### config.mk
export PLATFORM = sky130hd
export DESIGN_NAME = serial_paralelo_lane
export DESIGN_NICKNAME = d
export VERILOG_FILES = /design/src/rtl/serial_paralelo_lane.sv
export SDC_FILE = /design/constraint.sdc
export NUM_CORES = 1
export LEC_CHECK = 0
export CAP_MARGIN = 20
export CORE_ASPECT_RATIO = 1.1
export CORE_UTILIZATION = 26
export DETAILED_ROUTE_END_ITERATION = 8
export PLACE_DENSITY = 0.53
export SYNTH_ARGS = -nofsm -noshare
export SYNTH_HDL_FRONTEND = slang
export SYNTH_SLANG_ARGS = --single-unit
export TNS_END_PERCENT = 20
### constraint.sdc
create_clock -name clk_32f -period 5 [get_ports clk_32f]
set_clock_uncertainty 0.2 [all_clocks]
set_input_delay 1.5 -clock clk_32f [delete_from_list [all_inputs] [get_ports clk_32f]]
set_output_delay 1.5 -clock clk_32f [all_outputs]
set_load 0.05 [all_outputs]
### src/rtl/serial_paralelo_lane.sv
// serial_paralelo_lane: per-lane receive deserializer and word aligner.
// Shifts in a MSB-first serial stream, hunts for the idle word to find
// word boundaries, locks after LOCK_COUNT consecutive aligned idles and
// then presents each received non-idle word on lane_out with valid_out.
module serial_paralelo_lane #(
  parameter int               WIDTH      = 32,
  parameter logic [WIDTH-1:0] IDLE_WORD  = 32'hBCBC0000,
  parameter int               LOCK_COUNT = 4
) (
  input  logic             clk_32f,
  input  logic             reset,
  input  logic             data_in,
  output logic [WIDTH-1:0] lane_out,
  output logic             valid_out,
  output logic             word_strobe,
  output logic             active
);

  // Bit counter spans one word; idle counter must be able to hold LOCK_COUNT.
  localparam int CW  = (WIDTH > 1) ? $clog2(WIDTH) : 1;
  localparam int ICW = $clog2(LOCK_COUNT + 1) > 0 ? $clog2(LOCK_COUNT + 1) : 1;

  localparam logic [CW-1:0]  LAST_BIT   = CW'(WIDTH - 1);
  localparam logic [ICW:0]   LOCK_LIMIT = (ICW + 1)'(LOCK_COUNT);
  localparam logic [ICW-1:0] IDLE_SAT   = ICW'(LOCK_COUNT);

  typedef enum logic [1:0] {
    SEARCH  = 2'd0,
    LOCKING = 2'd1,
    ACTIVE  = 2'd2
  } state_t;

  state_t           state;
  logic [WIDTH-1:0] sr;
  logic [CW-1:0]    bit_cnt;
  logic [ICW-1:0]   idle_cnt;

  logic [WIDTH-1:0] win;
  logic             win_is_idle;
  logic             at_boundary;
  logic [ICW:0]     idle_cnt_inc;

  // The window includes the bit being sampled this edge, so a match is seen
  // on the very edge that captures the word's LSB.
  assign win          = {sr[WIDTH-2:0], data_in};
  assign win_is_idle  = (win == IDLE_WORD);
  assign at_boundary  = (bit_cnt == LAST_BIT);
  assign idle_cnt_inc = {1'b0, idle_cnt} + {{ICW{1'b0}}, 1'b1};

  // Serial-to-parallel shift register, MSB first.
  always_ff @(posedge clk_32f) begin
    if (reset) begin
      sr <= '0;
    end else begin
      sr <= win;
    end
  end

  // Alignment FSM with registered lane outputs.
  always_ff @(posedge clk_32f) begin
    if (reset) begin
      state       <= SEARCH;
      bit_cnt     <= '0;
      idle_cnt    <= '0;
      lane_out    <= '0;
      valid_out   <= 1'b0;
      word_strobe <= 1'b0;
      active      <= 1'b0;
    end else begin
      // Strobe is a single-cycle pulse; only a boundary in ACTIVE re-raises it.
      word_strobe <= 1'b0;

      unique case (state)
        SEARCH: begin
          // Bit-slip hunt: any bit position may start a word.
          bit_cnt <= '0;
          if (win_is_idle) begin
            state    <= LOCKING;
            idle_cnt <= ICW'(1);
          end
        end

        LOCKING: begin
          bit_cnt <= bit_cnt + CW'(1);
          if (at_boundary) begin
            if (!win_is_idle) begin
              // Boundary guess was wrong (or data arrived early): re-hunt.
              state    <= SEARCH;
              idle_cnt <= '0;
            end else if (idle_cnt_inc >= LOCK_LIMIT) begin
              // Enough consecutive aligned idles: declare lock.
              state    <= ACTIVE;
              idle_cnt <= IDLE_SAT;
              active   <= 1'b1;
            end else begin
              idle_cnt <= idle_cnt_inc[ICW-1:0];
            end
          end
        end

        ACTIVE: begin
          bit_cnt <= bit_cnt + CW'(1);
          if (at_boundary) begin
            word_strobe <= 1'b1;
            if (win_is_idle) begin
              // Idle is never presented as data; keep the last data word.
              valid_out <= 1'b0;
            end else begin
              lane_out  <= win;
              valid_out <= 1'b1;
            end
          end
        end

        default: begin
          state    <= SEARCH;
          bit_cnt  <= '0;
          idle_cnt <= '0;
        end
      endcase
    end
  end

endmodule

Word-level counts from Yosys, hierarchy flattened

Cells that the tools add are included.
Widths: inputs -> output; s select.

Register bits: 76
Latch bits: 0
RAM bits: 0
Memory bits (read-only): 0
Bits of input ports: 3
Output and inout port bits: 35
Word-level logic and storage cells: 42
Memories kept: 0

Add/subtract/negate cells: 2
Multipliers: 0
Divide/modulo/power cells: 0
Order comparisons: 1
Equality and inequality tests: 7
Shifts and indexed selects: 0
Mux-type cells: 12
Bitwise operators: 3
Reduce and logical (&&, ||, !) cells: 9

Operators with widths:

| kind                 | number |
|---|---|
| $eq 32x32->1 const B | 1 |
| $mux 3               | 4 |
| $pmux 3 s3           | 1 |
| $mux 2               | 4 |
| $reduce_and 4->1     | 2 |
| $pmux 2 s3           | 1 |
| $reduce_and 3->1     | 2 |
| $reduce_or 2->1      | 3 |
| $add 5x1->5 const B  | 1 |
| $eq 5x5->1 const B   | 1 |
| $add 3x1->4 const B  | 1 |
| $ge 4x3->1 const B   | 1 |
| $ne 2x2->1 const B   | 2 |
| $ne 3x3->1 const B   | 1 |
| $not 1->1            | 3 |
| $eq 2x1->1 const B   | 1 |
| $eq 2x2->1 const B   | 1 |
| $logic_not 2->1      | 1 |
| $mux 1               | 2 |
| $reduce_and 2->1     | 1 |

Longest topological paths before layout

Depth in word-level cells: 6
Mapped depth: 9

Worst setup path after synthesis

OpenSTA, ideal clock, no wires.

Kind: input to register
Start: in data_in
End: reg lane_out[3]
Data arrival time: 2.575 ns
Path slack: 2.098 ns
Cell stages on the path: 7
Buffers on the path: 2
Cell sequence: nor4_1 and4_1 a21o_1 buf_6 buf_12 mux2i_1 nor2_1

Longest elaborated chain between the ends: 3

Ends and longest elaborated chain:

| what                              | line | text |
|---|---|---|
| start, declared                   | 12   | `input logic data_in,` |
| $eq 32x32->1                      | 46   | `assign win_is_idle = (win == IDLE_WORD);` |
| $not 1->1 (no source line)        | --   |  |
| $reduce_and 3->1 (no source line) | --   |  |
| end signal, assigned              | 109  | `lane_out <= win;` |
| end, declared                     | 13   | `output logic [WIDTH-1:0] lane_out,` |

No other way between the ends.
A chain may end at the register's enable or synchronous reset.

Worst setup path in the final report

Start: in data_in
End: reg lane_out[21]

Same word-level chain as after synthesis.

==> key figures <==
Placed design
  • HPWL Detailed: 3.28 mm
  • Dpl ws: between 1 and 1.5 ns
  • DP Area: approximately 3100 µm²
  • PortBufs: 37
  • Final Wtd Congestion: 0.648

Route
  • Vias per cell: approximately 4.3
  • Post-DR wirelength/cell: about 12 µm
  • Via count: 1788
  • Drt first pass iters: 4
  • WL final: ~5.0 mm
  • Drt first-iter violations: 37
  • Detail Route Antenna Nets: 0
  • Drc violations: 0

Cells and area
  • Layout area overhead: 23.1%
  • Antenna Cells: 0
  • Design area: approximately 3300 µm²
  • Register Area: approximately 1500 µm²
  • Area of the multi-input gates: just over 1000 µm²
  • Layout cells sized above 1: 6.83%
  • Final Util: between 30% and 40%
  • Final Net Count: between 200 and 300
  • # fillers: about 1000

Synthesis
  • Top FF cell, synth: dfxtp_1
  • Sequential area share after synthesis: 56.4%
  • Number of synthesized register bits: 76
  • Post-Syn Area: ~2700 µm²
  • Yosys top cell by area: dfxtp_1
  • Syn nets: between 200 and 300
  • Async SR Flop Fraction: 0%
  • YS warnings: 0
  • Synth top cells by count: 76 x dfxtp_1, 41 x nor2_1, 32 x mux2i_1, 31 x nor2b_1, 9 x clkbuf_1
  • Ranking of synthesized cells by area: dfxtp_1 56%, mux2i_1 12%, nor2b_1 7.2%
  • Cell variety after synth: 33
  • Post-synth EDFFs: 0
  • Gate Count Post-Synth: approximately 250
  • Synth top area share: a little under three fifths
  • Top-count cell post-synth: dfxtp_1
  • Syn Area/Cell: about 11 µm²

Global route
  • Congestion Overflow GR: 0
  • Initial antenna violation count: 0
  • Tot GR Track Use: between 10% and 20%
  • Largest net degree at the start of global routing: 40
  • First-pass GRT wire length: 8.42 mm
  • Vias in the first global route: roughly 1700

Floorplanning
  • Die Y: 109 µm
  • Initial Utilization: about 27%
  • Die X: a little under 100 µm
  • Core area: between 9000 and 10000 µm²
  • I/O pins: 38
  • Die area: around 11000 µm²
  • Core Rows: 38

Power and ir drop
  • Leakage: around 1.4 nW
  • Pwr Density: approximately 330 nW/µm²
  • Maximum VDD drop: between 100 and 150 µV

Critical path
  • Crit path DAT: about 3.4 ns
  • Kind of critical path: in2reg
  • Crit end category: flip-flop
  • CP max FO: 31
  • Setup crit start kind: input pin
  • Req. time, crit path: about 5.0 ns

CTS
  • Clk slew on worst S/H paths: approximately 0.08 ns
  • CTS tree: built
  • Clk buf depth: 2
  • Post-CTS resize count: 0
  • CTS Sinks: 76
  • Cts bufs inserted: 9
  • Clk root buf: clkbuf_8
  • Post-CTS Setup Repair Bufs: 0
  • Clk_lat worst skew: about 0.34 ns
  • H-tree depth: 3
  • CTS Hold Buffers Added: 0

Timing
  • Tightest Pin Transition: between 0.6 and 0.7 ns
  • Setup TNS Final: 0 ns
  • RSZ-0062 raised after global routing: no
  • Hold Fails Final Rpt: 0
  • F_max: 291 MHz
  • Final min period: between 3 and 4 ns
  • Final period util: between 60% and 70%
  • Setup Viol. Count Final: 0
  • Final hold slack: 0.249 ns
  • Final worst slack: between 1.5 and 2 ns
  • Slew Limit Fails: 0
  • Worst slew margin: 54.3%

Job
  • Max Cap Violations: 0

Run status
  • Status: complete, no violations

Worst hold path
  • Min-Delay Path Class: reg2reg
## worst max-delay path, cell delays in order
cell and delay, ns:
clkdlybuf4s50_1 0.45, nor4_1 0.26, and4_1 0.27, a21o_2 0.18
buf_4 0.45, mux2i_1 0.25, nor2_1 0.05
## cells by family after synthesis
| logic type | count (synthesis) | synth area share (%) |
|---|---|---|
| AOI/OAI and AO/OA | 22 | 5.06 |
| xor gates and xnor gates | 2 | 0.650 |
| adders and majority gates | 6 | 2.78 |
| buffers and inverters | 21 | 5.06 |
| DFF | 76 | 56.4 |
| muxes | 32 | 11.9 |
| and+or+nand+nor | 93 | 18.1 |
## cells in the final DEF, fill, tap and decap left out, drive strengths merged, types with 3 or more instances in the layout
| cell | count |
|---|---|
| dfxtp | 76 |
| mux2i | 32 |
| buf | 3 |
| nor4 | 5 |
| ha | 6 |
| a211oi | 3 |
| clkdlybuf4s50 | 36 |
| nor2 | 41 |
| a21oi | 8 |
| clkbuf | 11 |
| o21ai | 5 |
| inv | 8 |
| nor2b | 31 |
| a21o | 3 |
## path summary, 6_finish.rpt
kind                              start                   endpoint  slack [ns]  cells past startpoint
hold reg to reg   bit_cnt[0]$_SDFF_PP0_      bit_cnt[0]$_SDFF_PP0_        0.25                      1
setup / recovery                data_in  lane_out[21]$_SDFFE_PP0P_        1.57                      7
setup reg to reg      sr[23]$_SDFF_PP0_  lane_out[21]$_SDFFE_PP0P_        2.37                      6
hold / removal    bit_cnt[0]$_SDFF_PP0_      bit_cnt[0]$_SDFF_PP0_        0.25                      1
## stage by stage
stage / std cells / total power [mW]
CTS: 413 / 1.11
detailed placement: 397 / 0.635
global placement: 397 / 0.635
floorplan: 252 / 0.631
finish: 413 / 1.09
global route: 413 / 1.14
## flip-flops by register name (all words and copies together), names as in the netlist
name and cells:
lane_out 32, sr 31, bit_cnt 5, idle_cnt 3, state 2, active 1
valid_out 1, word_strobe 1
## layout make-up
| class | count | area share, % |
|---|---|---|
| inverters | 7 | 0.792 |
| clock buffers | 11 | 4.26 |
| well taps | 120 | 4.52 |
| repair buffers | 39 | 11.5 |
| flip-flops and latches | 76 | 45.8 |
| multi-input cells | 155 | 31.3 |
| clock inverters | 5 | 1.81 |
## report_power, final
part | switching (mW) | internal [mW]
Clock | 0.225 | 0.246
Sequential | 0.00101 | 0.606
Combinational | 0.0101 | 0.00325
## routing by layer
metal / track usage (%) / share of wire, % / vias up / wire [µm]
met5: 0 / 0 / - / 0
met4: 5.04 / 1.3 / 0 / 64
met3: 3.33 / 4.2 / 6 / 209
met2: 14.4 / 43 / 34 / 2120
met1: 13.8 / 52 / 832 / 2570
li1: - / - / 916 / -
Power figures use the tool's default switching activity.
